### config.mk
export PLATFORM = sky130hd
export DESIGN_NAME = dual_debounce_fsm
export DESIGN_NICKNAME = d
export VERILOG_FILES = /design/src/rtl/dual_debounce_fsm.sv
export SDC_FILE = /design/constraint.sdc
export NUM_CORES = 1
export LEC_CHECK = 0
export ABC_AREA = 1
export CAP_MARGIN = 0
export CORE_MARGIN = 3
export CORE_UTILIZATION = 55
export CTS_CLUSTER_DIAMETER = 60
export DETAILED_ROUTE_END_ITERATION = 6
export PLACE_DENSITY = 0.79
export RECOVER_POWER = 50
export SLEW_MARGIN = 10
export SYNTH_ARGS = -nofsm -noshare
export SYNTH_HDL_FRONTEND = slang
export SYNTH_SLANG_ARGS = --single-unit
export TNS_END_PERCENT = 30
### constraint.sdc
create_clock -name clk -period 1.6 [get_ports clk]
set_input_delay 0.32 -clock clk [delete_from_list [all_inputs] [get_ports clk]]
set_output_delay 0.32 -clock clk [all_outputs]
set_load 0.1 [all_outputs]
### src/rtl/dual_debounce_fsm.sv
// Two-channel switch debouncer: shared sample prescaler, per-channel 2-flop
// synchronizer, four-state debounce FSM, stability counter and rising-edge tick.
module dual_debounce_fsm #(
  parameter int CNT_W        = 19,
  parameter int STABLE_TICKS = 3
) (
  input  logic       clk,
  input  logic       reset_n,
  input  logic       sw_a,
  input  logic       sw_b,
  output logic       a,
  output logic       b,
  output logic       a_tick,
  output logic       b_tick,
  output logic [1:0] state_a,
  output logic [1:0] state_b
);

  typedef enum logic [1:0] {
    ZERO  = 2'd0,
    WAIT1 = 2'd1,
    ONE   = 2'd2,
    WAIT0 = 2'd3
  } state_t;

  localparam logic [3:0] RELOAD = 4'(STABLE_TICKS - 1);

  logic [CNT_W-1:0] q;
  logic             smp;
  logic [1:0]       sw_v;
  logic [1:0]       level_v;
  logic [1:0]       tick_v;
  logic [1:0]       st_v [2];

  always_ff @(posedge clk or negedge reset_n) begin
    if (!reset_n) q <= '0;
    else          q <= q + 1'b1;
  end

  // Single sample strobe shared by both channels, once per prescaler wrap.
  assign smp  = &q;
  assign sw_v = {sw_b, sw_a};

  for (genvar i = 0; i < 2; i++) begin : g_ch
    logic [1:0] sync;
    logic       s;
    state_t     st, st_nxt;
    logic [3:0] c, c_nxt;
    logic       tick_r, tick_nxt;

    always_ff @(posedge clk or negedge reset_n) begin
      if (!reset_n) sync <= 2'b00;
      else          sync <= {sync[0], sw_v[i]};
    end

    assign s = sync[1];

    always_ff @(posedge clk or negedge reset_n) begin
      if (!reset_n) begin
        st     <= ZERO;
        c      <= 4'd0;
        tick_r <= 1'b0;
      end else begin
        st     <= st_nxt;
        c      <= c_nxt;
        tick_r <= tick_nxt;
      end
    end

    // Waiting states fall back as soon as s disagrees; they only advance on smp.
    always_comb begin
      st_nxt   = st;
      c_nxt    = c;
      tick_nxt = 1'b0;
      case (st)
        ZERO: begin
          if (s) begin
            st_nxt = WAIT1;
            c_nxt  = RELOAD;
          end
        end
        WAIT1: begin
          if (!s) begin
            st_nxt = ZERO;
          end else if (smp) begin
            if (c == 4'd0) begin
              st_nxt   = ONE;
              tick_nxt = 1'b1;
            end else begin
              c_nxt = c - 4'd1;
            end
          end
        end
        ONE: begin
          if (!s) begin
            st_nxt = WAIT0;
            c_nxt  = RELOAD;
          end
        end
        WAIT0: begin
          if (s) begin
            st_nxt = ONE;
          end else if (smp) begin
            if (c == 4'd0) st_nxt = ZERO;
            else           c_nxt  = c - 4'd1;
          end
        end
        default: st_nxt = ZERO;
      endcase
    end

    assign level_v[i] = (st == ONE) || (st == WAIT0);
    assign tick_v[i]  = tick_r;
    assign st_v[i]    = st;
  end

  assign a       = level_v[0];
  assign b       = level_v[1];
  assign a_tick  = tick_v[0];
  assign b_tick  = tick_v[1];
  assign state_a = st_v[0];
  assign state_b = st_v[1];

endmodule

# == After elaboration in Yosys (flattened, before gate mapping) ==
# Index checks and enable logic that the tools add are counted.
# W data, S select, Z words.
# word_totals
reg_bits,37
latch_bits,0
mem_bits_rw,0
mem_bits_ro,0
word_cells,85
n_memories,0
# classes
add_sub_neg,3
mul,0
div_mod_pow,0
order_cmp,0
eq_ne,22
shifts,0
n_mux,40
bitwise,0
reduce_logical,11
# ops
op,count
$mux W4,12
$mux W2,16
$pmux W4 S4,2
$ne A3 B3 Y1 const B,8
$add A19 B1 Y19 const B,1
$reduce_and A19 Y1,1
$ne A2 B2 Y1 const B,8
$pmux W2 S4,2
$reduce_and A6 Y1,2
$eq A2 B2 Y1 const B,4
$logic_not A4 Y1,2
$mux W1,8
$reduce_and A4 Y1,2
$sub A4 B1 Y4 const B,2
$eq A2 B1 Y1 const B,2
$logic_not A2 Y1,2
$logic_or A1 B1 Y1,2

# == Logic depth before layout (Yosys ltp) ==
# Gate-level depths: netlist of the first run.
# logic_depth
ltp_word,5
ltp_mapped,9
mapped_depth_nobuf,9

# == Worst setup path before layout of the first run ==
# No wires, ideal clock.
# synth_path
kind,register -> output
startpoint,register with a tool-made name
endpoint,output a
arrival_ns,1.874
path_slack_ns,-0.594
path_stages_with_launch,2
path_buffers,1
path_cell_list,dfrtp_1 clkbuf_1
# synth_rtl
element,line,rtl
end: declaration,11,"output logic a,"

# == Worst setup path in the final report of the first run ==
# layout_path
startpoint,register q[1]
endpoint,register g_ch[0].c[0]
# layout_between
elab_chain_cells,4
# layout_lines
element,line,rtl
start: declaration,28,logic [CNT_W-1:0] q;
start signal: assignment,37,else q <= q + 1'b1;
$reduce_and A19 Y1 (*),41,assign smp = &q;
$mux W4 (*),n/a,
$mux W4 (on tied branches),n/a,
$pmux W4 S4 (*),n/a,
end signal: assignment,65,c <= c_nxt;
end: declaration,48,"logic [3:0] c, c_nxt;"
# Every way passes the cells marked *; elsewhere a longest branch is shown, timed or not. The select of a mux whose other input is x is not followed.
# A chain may end at the register's enable or synchronous reset.

==> flow_metrics.tcl, run 1 <==
set metrics [dict create \
    core.rowCount 20 \
    final.setup.tns_ns 0 \
    pre_cts_slack_ns 0.0968 \
    slew_viol_final 0 \
    power.total_uw 1730 \
    antenna_cells 0 \
    cts.reportedPaths.clkPinSlew_ns 0.11 \
    finalWirelength_um 3140 \
    gr-usage-all-layers 0.191 \
    ioPinCount 12 \
    hp-class "reg2reg" \
    initial_core_util 0.593 \
    synth_xor_area_frac 0.0850 \
    post-route-period-util 0.908 \
    peakVddDrop_v 0.000595 \
    h-tree-depth 2 \
    yosysSeqAreaShare 0.499 \
    cts.path.max_buffers 2 \
    worst_slack_ns 0.148 \
    io_buffer_count 11 \
    netlist_instances 211 \
    numCtsBuffers 5 \
    rsz0062_at_grt "no" \
    critPathMaxFanout 7 \
    yosys.area_share.simple 0.323 \
    worstPathArrival_ns 1.75 \
    ys_ff_latch 37 \
    die-area_mm2 0.00410 \
    grt_max_degree 24 \
    critical_path_buf_inv_count 1 \
    endpoint_kind "flip-flop" \
    synth_compound_area_frac 0.00540 \
    wire_per_inst_um 11.3 \
    vias 1367 \
    utilization 0.710 \
    grt_pass1_wl_um 5890 \
    fmax_ghz 0.689 \
    ant_nets 0 \
    routed_via_density 4.92 \
    status "finished, final reports clean" \
    drcViolationCount 0 \
    syn-num-nets 219 \
    synth_cell_types 22 \
    dr.pass1.iters 4 \
    max_cap_violations 0 \
    die_y_um 64.1 \
    setup_viol 0 \
    syn_area_per_cell_um2 8.79 \
    clock_latency_ns 0.35 \
    die_w_um 64.1 \
    power_density_mw_per_mm2 779 \
    syn_to_final_growth_pct 19.8 \
    worst_slew_pin_slew_ns 0.553 \
    synth_top_family_by_area "simple AND/OR/NAND/NOR gates" \
    cp_top_family "simple AND/OR/NAND/NOR gates" \
    grt.overflow.total 0 \
    synth_area_mm2 0.00185 \
    drive_gt1_frac 0.179 \
    root_buffer "clkbuf_4" \
    synth.area.mux_share 0 \
    final_hold_viol_count 0 \
    place_congestion 0.822 \
    fin_skew_ns 0.00917 \
    synthAdderAreaFrac 0.0270 \
    max_stage_delay_ns 0.39 \
    clock_sinks 37 \
    dp_hpwl_um 2390 \
    period_minus_slack_ns 1.45 \
    layout.nets 241 \
    crit_chain "ha_2 > inv_1 > nor2_4 > nand2_4 > nor2_8 > nand3_4 > nand2_4 > nand2_1 > nand2_1" \
    antenna_found_initial 0 \
    drtIter0Drc 73 \
    crit_required_ns 1.90 \
    yosysWarnings 0 \
    core_mm2 0.00313 \
    slowest_stage "dfrtp_1" \
    max-slew-margin-rel 0.631 \
    first_global_vias 1379 \
    cts_tree "done" \
    worstSetupPathType "reg2reg" \
    crit_path_start_kind "flip-flop" \
    p_leak_uw 0.00115 \
]
## synthesized netlist by cell type
master	count	area, um2
a21oi_1	1	5.00
clkbuf_1	2	7.51
dfrtp_1	37	926
ha_1	4	50.1
inv_1	28	105
nand2_1	55	206
nand2_2	5	31.3
nand2_4	1	11.3
nand3_1	16	80.1
nand3_4	2	35.0
nand3b_1	1	7.51
nand4_1	6	37.5
nor2_1	25	93.8
nor2_2	1	6.26
nor2_4	2	22.5
nor2_8	2	40.0
nor3_1	2	10.0
nor3_2	1	10.0
o21ai_1	1	5.00
or2_2	1	6.26
xnor2_1	8	70.1
xor2_1	10	87.6
## where the power goes
| group | internal, uW | total (uW) | switching (uW) |
|---|---|---|---|
| Combinational | 67.8 | 184 | 116 |
| Clock | 255 | 556 | 302 |
| Sequential | 966 | 991 | 25.4 |
## worst register-to-register path: stages (launching register included)
cell,delay [ns]
dfrtp_1,0.39
ha_2,0.21
inv_1,0.08
nor2_4,0.14
nand2_4,0.09
nor2_8,0.15
nand3_4,0.13
nand2_4,0.10
nand2_1,0.06
nand2_1,0.06
## state kept, by name, indices dropped and copies added (netlist names), named ones only
name,cells
q,19
b_tick,1
state_b,1
a_tick,1
state_a,1
g_ch.sync,4
g_ch.c,8
## metal layers
| layer | global-route usage | up-vias | routed length, um |
|---|---|---|---|
| met2 | 0.286 | 16 | 1440 |
| met3 | 0.0475 | 9 | 98 |
| li1 | - | 695 | - |
| met1 | 0.246 | 647 | 1510 |
| met5 | 0 | - | 0 |
| met4 | 0.121 | 0 | 95 |
## worst paths after layout
| kind | cells past startpoint | slack, ns | startpoint | to |
|---|---|---|---|---|
| worst max-delay path | 9 | 0.15 | q[1] | g_ch[0].c[0] |
| worst min-delay path | 0 | 0.36 | g_ch[0].sync[0] | g_ch[0].sync[1] |
| worst max register to register | 9 | 0.15 | q[1] | g_ch[0].c[0] |
| worst min register to register | 0 | 0.36 | g_ch[0].sync[0] | g_ch[0].sync[1] |
| max in group asynchronous | 3 | 0.58 | reset_n | q[0] |
| min in group asynchronous | 2 | 0.47 | reset_n | g_ch[1].sync[1] |
## kinds of logic after synthesis
logic type	Yosys count
compound gates	2
xor+xnor	18
fa+ha+maj	4
buf+inv	30
flops	37
simple gates	120
## final cells by class
type	instances	area [um2]
clock buffers	7	65.1
clock inverters	1	5.00
fillers	231	907
inverters	28	105
multi-input cells	144	828
flip-flops and latches	37	930
well taps	44	55.1
repair buffers	17	233
## placed cells by master, fill, tap and decap left out, types with 2 or more instances in the layout
cell type,netlist,layout
xor2_1,10,10
buf_12,0,8
nand3_1,16,16
dfrtp_1,37,34
clkbuf_8,0,2
nor2_4,2,2
nand2_1,55,55
clkbuf_4,0,5
nor2_8,2,2
nand2_2,5,4
nor2_1,25,25
xnor2_1,8,8
dlygate4sd3_1,0,3
dfrtp_2,0,3
nor3_2,1,2
ha_1,4,3
nand3_4,2,2
buf_4,0,5
nand2_4,1,2
nand4_1,6,6
inv_1,28,28
## timing repair
item                       4_1_cts  5_1_grt
hold buffers                     1        0
setup endpoints to repair        0       13
buffers inserted                 0        2
hold endpoints to repair        21        0
gates resized for setup          0        3
## metrics by stage
step	instances	cell area (um2)	hold WS, ns
6_report	278	2220	0.358
5_1_grt	278	2220	0.375
4_1_cts	276	2190	0.362
3_5_place_dp	267	2110	0.320
3_3_place_gp	267	2110	0.319
2_1_floorplan	211	1860	0.0244
No activity file was read; power rests on OpenSTA's default activity.
==> run 2, diff against run 1 <==
CORE_UTILIZATION = 30   (was 55)
PLACE_DENSITY = 0.5   (was 0.79)
clock period = 1.4 ns   (was 1.6 ns; I/O delays follow)
==> run 2 against run 1 <==
Effect of this change:
- sequential share of layout area decreased by 2.4 points
- final cell count increased by 14%
- combinational power increased by 16%
- hold slack got worse by 0.0064 ns
- register-to-register slack got worse by 0.15 ns
- clock power increased by 29%
- critical path depth unchanged
- critical path type unchanged
- critical endpoint is now g_ch[0].c[3]
==> flow_metrics.tcl, run 2 (synthesis results as in run 1) <==
set metrics [dict create \
    crit_chain "ha_2 > inv_2 > nor2_4 > nand2_4 > nor2_8 > nand3_4 > nand2_4 > nand2_1 > nand2_1" \
    die-area_mm2 0.00716 \
    numCtsBuffers 5 \
    post-route-period-util 1.00 \
    final_common_cell "nand2_1" \
    critical_path_buf_inv_count 1 \
    place_inst 309 \
    largest_registers "q (19), g_ch.c (8), g_ch.sync (4)" \
    peakVddDrop_v 0.000351 \
    fin_skew_ns 0.00446 \
    h-tree-depth 2 \
    fillCellCount 607 \
    regArea_um2 936 \
    cts.reportedPaths.clkPinSlew_ns 0.07 \
    largest_reg_flops 19 \
    fmax_ghz 0.714 \
    drcViolationCount 0 \
    setup_viol 0 \
    max_cap_violations 0 \
    slew_viol_final 0 \
    die_y_um 84.6 \
    crit_required_ns 1.63 \
    mostFrequentLayoutCells "50 x nand2_1, 33 x dfrtp_1, 27 x inv_1, 22 x nor2_1, 13 x nand3_1" \
    crit_path_start_kind "flip-flop" \
    clock_latency_ns 0.29 \
    io_buffer_count 11 \
    power.total_uw 2070 \
    initial_core_util 0.311 \
    finalWirelength_um 3260 \
    final_hold_viol_count 0 \
    syn_to_final_growth_pct 27.9 \
    status "finished, final reports clean" \
    cts.path.max_buffers 2 \
    final_cells 318 \
    largest-register "q" \
    core.rowCount 28 \
    critPathMaxFanout 7 \
    p_leak_uw 0.00120 \
    worstSetupPathType "reg2reg" \
    cts_tree "done" \
    max-slew-margin-rel 0.664 \
    multi_input_comb_area_um2 858 \
    root_buffer "clkbuf_8" \
    rsz0062_at_grt "yes" \
    place_congestion 0.772 \
    endpoint_kind "flip-flop" \
    vias 1368 \
    max_stage_delay_ns 0.37 \
    worstPathArrival_ns 1.63 \
    dr.pass1.iters 4 \
    clock_sinks 37 \
    grt.overflow.total 0 \
    layout.nets 250 \
    ioPinCount 12 \
    gr-usage-all-layers 0.104 \
    core_mm2 0.00596 \
    cp_top_family "simple AND/OR/NAND/NOR gates" \
    dp_hpwl_um 2440 \
    slowest_stage "dfrtp_1" \
    grt_max_degree 38 \
    antenna_cells 0 \
    first_global_vias 1301 \
    grt_pass1_wl_um 5890 \
    drtIter0Drc 49 \
    ant_nets 0 \
    routed_via_density 4.30 \
    drive_gt1_frac 0.251 \
    hp-class "reg2reg" \
    power_density_mw_per_mm2 871 \
    period_minus_slack_ns 1.40 \
    die_w_um 84.6 \
    wire_per_inst_um 10.3 \
    antenna_found_initial 0 \
    worst_slew_pin_slew_ns 0.504 \
]
==> run 2: changes by cell type in the layout (fill, tap and decap cells not counted), sizes merged <==
cell,change
clkinv,+1
buf,+8
==> run 2: through the flow <==
step | setup TNS, ns | worst slack (ns) | hold slack, ns | utilization | instance area [um2]
final | 0 | 0.0000353 | 0.352 | 0.398 | 2370
after global routing | -0.995 | -0.104 | 0.373 | 0.398 | 2370
after CTS | -0.00194 | -0.00194 | 0.352 | 0.396 | 2360
after detailed placement | -0.0293 | -0.0162 | 0.263 | 0.380 | 2260
after global placement | 0 | 0.0184 | 0.261 | 0.380 | 2260
after floorplan | -0.0250 | -0.0126 | -0.0156 | - | 1880
==> run 2: timing repair <==
item,4_1_cts,5_1_grt
hold endpoints to repair,37,0
setup buffers,0,0
resized for setup,1,11
setup endpoints to repair,8,20
hold buffers,1,0
pin swaps,1,6
==> run 2: power by group <==
part	switching (uW)	leakage (uW)	total, uW	internal, uW
sequential	29.3	0.000471	1130	1100
combinational	135	0.000681	213	78.4
clock	373	0.0000450	718	345
total	537	0.00120	2070	1530
==> run 2: layout make-up <==
class	count	area share
multi-input combinational	144	0.362
clock inverter	2	0.00422
inverter	28	0.0443
clock buffer	6	0.0306
sequential	37	0.395
tap	75	0.0396
timing repair buffer	26	0.125
==> run 2: layer usage <==
| layer | routed length (um) | up-vias | track usage |
|---|---|---|---|
| met3 | 100 | 6 | 0.0304 |
| met1 | 1680 | 640 | 0.143 |
| li1 | - | 707 | - |
| met4 | 69 | 0 | 0.0432 |
| met2 | 1410 | 15 | 0.152 |
| met5 | 0 | - | 0 |
==> run 2: worst paths after layout <==
| check | startpoint | endpoint | slack (ns) | depth (start not counted) |
|---|---|---|---|---|
| setup reg to reg | q[1] | g_ch[0].c[3] | 0.00004 | 9 |
| min in group asynchronous | reset_n | g_ch[1].c[3] | 0.59 | 3 |
| max in group asynchronous | reset_n | asynchronous set/reset pin | 0.41 | 3 |
| setup / recovery | q[1] | g_ch[0].c[3] | 0.00004 | 9 |
| hold reg to reg | g_ch[0].sync[0] | g_ch[0].sync[1] | 0.35 | 0 |
| hold / removal | g_ch[0].sync[0] | g_ch[0].sync[1] | 0.35 | 0 |
==> run 3, diff against run 2 <==
CELL_PAD_IN_SITES_DETAIL_PLACEMENT = 1   (was unset)
CELL_PAD_IN_SITES_GLOBAL_PLACEMENT = 2   (was unset)
PLACE_DENSITY = 0.71   (was 0.5)
REMOVE_ABC_BUFFERS = 1   (was unset)
SKIP_CTS_REPAIR_TIMING = 1   (was unset)
==> run 3 against run 2 <==
Effect of this change:
- the flow now finishes with violations (setup timing)
- final cell count grew 2.2%
- first-iteration DRC count shrank 71%
- total power grew 12%
- largest cell class unchanged
- register-to-register slack is essentially flat
- sequential power is essentially flat
- core utilization grew 1.6 points
- worst setup slack lost 0.011 ns
- final area grew 3.9%
- hold slack gained 0.0087 ns
- combinational power grew 9%
- flip-flop and latch count is the same
- count of clock-buffer cells in the layout shrank 1
==> flow_metrics.tcl, run 3 (synthesis results as in run 1) <==
set metrics [dict create \
    worstHoldPathCells 0 \
    ant_nets 0 \
    dr.pass1.iters 4 \
    hp-class "reg2reg" \
    worstPathArrival_ns 1.60 \
    power_density_mw_per_mm2 940 \
    core.rowCount 28 \
    grt_pass1_wl_um 7040 \
    status "finished, violations left" \
    p_switching_uw 596 \
    mostFrequentLayoutCells "50 x nand2_1, 36 x dfrtp_1, 27 x inv_1, 21 x nor2_1, 20 x buf_4" \
    dp_hpwl_um 2980 \
    peakVddDrop_v 0.000480 \
    crit_path_start_kind "flip-flop" \
    clock_sinks 37 \
    die_w_um 84.6 \
    gr-usage-all-layers 0.125 \
    cts.reportedPaths.clkPinSlew_ns 0.08 \
    period_minus_slack_ns 1.41 \
    power.total_uw 2320 \
    place_congestion 0.732 \
    final_hold_viol_count 0 \
    rsz0062_at_grt "yes" \
    place_inst 312 \
    fin_skew_ns 0.00991 \
    root_buffer "clkbuf_8" \
    worst_slack_ns -0.0108 \
    endpoint_kind "flip-flop" \
    combPwrFrac 0.100 \
    ff2ff_path_depth 8 \
    r2r_slack_ns -0.01 \
    clockPowerShare 0.411 \
    worst_slew_pin_slew_ns 0.511 \
    drive_gt1_frac 0.272 \
    wire_per_inst_um 12.2 \
    largest_registers "q (19), g_ch.c (8), g_ch.sync (4)" \
    critPathMaxFanout 7 \
    core_mm2 0.00596 \
    drtIter0Drc 14 \
    seq_power_share 0.489 \
    layout.nets 257 \
    hold_end "g_ch[1].sync[1]" \
    io_buffer_count 11 \
    p_leak_uw 0.00125 \
    switching_share 0.257 \
    die_y_um 84.6 \
    largest-register "q" \
    syn_to_final_growth_pct 32.9 \
    max-slew-margin-rel 0.659 \
    utilization 0.414 \
    ioPinCount 12 \
    vias 1443 \
    first_global_vias 1504 \
    cts_tree "done" \
    grt_max_degree 38 \
    final_common_cell "nand2_1" \
    slew_viol_final 0 \
    violations "setup timing" \
    antenna_cells 0 \
    whs_ns 0.360 \
    final_cells 325 \
    finalWirelength_um 3960 \
    initial_core_util 0.311 \
    fmax_ghz 0.709 \
    largest_reg_flops 19 \
    h-tree-depth 2 \
    post-route-period-util 1.01 \
    grt.overflow.total 0 \
    max_cap_violations 0 \
    setup_viol 2 \
    drcViolationCount 0 \
    r2r_start "q[0]" \
    die-area_mm2 0.00716 \
    p_int_uw 1720 \
    timing.rr.end "g_ch[1].c[0]" \
    antenna_found_initial 0 \
    clock_latency_ns 0.30 \
    routed_via_density 4.44 \
    worstSetupPathType "reg2reg" \
    min_from "g_ch[1].sync[0]" \
    crit_required_ns 1.59 \
    cts.path.max_buffers 2 \
    numCtsBuffers 5 \
]
run 3: changes by cell type in the layout (fill, tap and decap cells not counted), sizes merged:
cell      change
clkbuf        -2
clkinv        -1
buf           +8
clkinvlp      +1
bufinv        +1
run 3: area by class of cell:
| type | count | area, um2 |
|---|---|---|
| Timing Repair Buffer | 33 | 353 |
| Sequential cell | 37 | 927 |
| Inverter | 28 | 105 |
| Tap cell | 75 | 93.8 |
| Clock buffer | 5 | 68.8 |
| Multi-Input combinational cell | 144 | 871 |
| Fill cell | 704 | 3490 |
| Clock inverter | 3 | 46.3 |
run 3: critical path, stage by stage (launching register included):
cell and delay [ns]:
dfrtp_1 0.38, ha_2 0.20, inv_2 0.06, nor2_4 0.10
nand2_4 0.08, nor2_8 0.17, nand3_4 0.13, nand3_1 0.12
nand2_2 0.06
run 3: power by group through the flow:
stage / clock network [uW] / registers, uW / logic [uW]
after global placement: 0 / 1150 / 228
after floorplan: 0 / 1170 / 121
final: 952 / 1130 / 232
after global routing: 1050 / 1140 / 265
after CTS: 994 / 1130 / 233
after detailed placement: 0 / 1150 / 232
run 3: how the worst max path moves through the flow:
stage / start / endpoint / slack (ns) / cells after the start
floorplan: flip-flop / g_ch[0].c[2] / -0.98 / 8
global placement: q[0] / state_a[0] / -0.04 / 8
detailed placement: q[0] / state_a[0] / -0.08 / 8
CTS: q[0] / state_a[0] / -0.10 / 8
global route: q[0] / g_ch[1].c[0] / -0.11 / 9
finish: q[0] / g_ch[1].c[0] / -0.01 / 8
run 3: stage by stage:
| stage | worst slack [ns] | instance area (um2) | setup TNS (ns) |
|---|---|---|---|
| global route | -0.105 | 2460 | -1.20 |
| detailed placement | -0.0750 | 2270 | -0.529 |
| global placement | -0.0390 | 2270 | -0.0980 |
| floorplan | -0.983 | 1850 | -12.27 |
| finish | -0.0108 | 2460 | -0.0117 |
| CTS | -0.103 | 2380 | -0.944 |
run 3: layer usage:
layer	GRT usage	part of all wire	vias to the layer above
li1	-	-	721
met1	0.158	0.45	706
met2	0.202	0.51	12
met3	0.0471	0.032	4
met4	0.0302	0.0091	0
met5	0	0	-
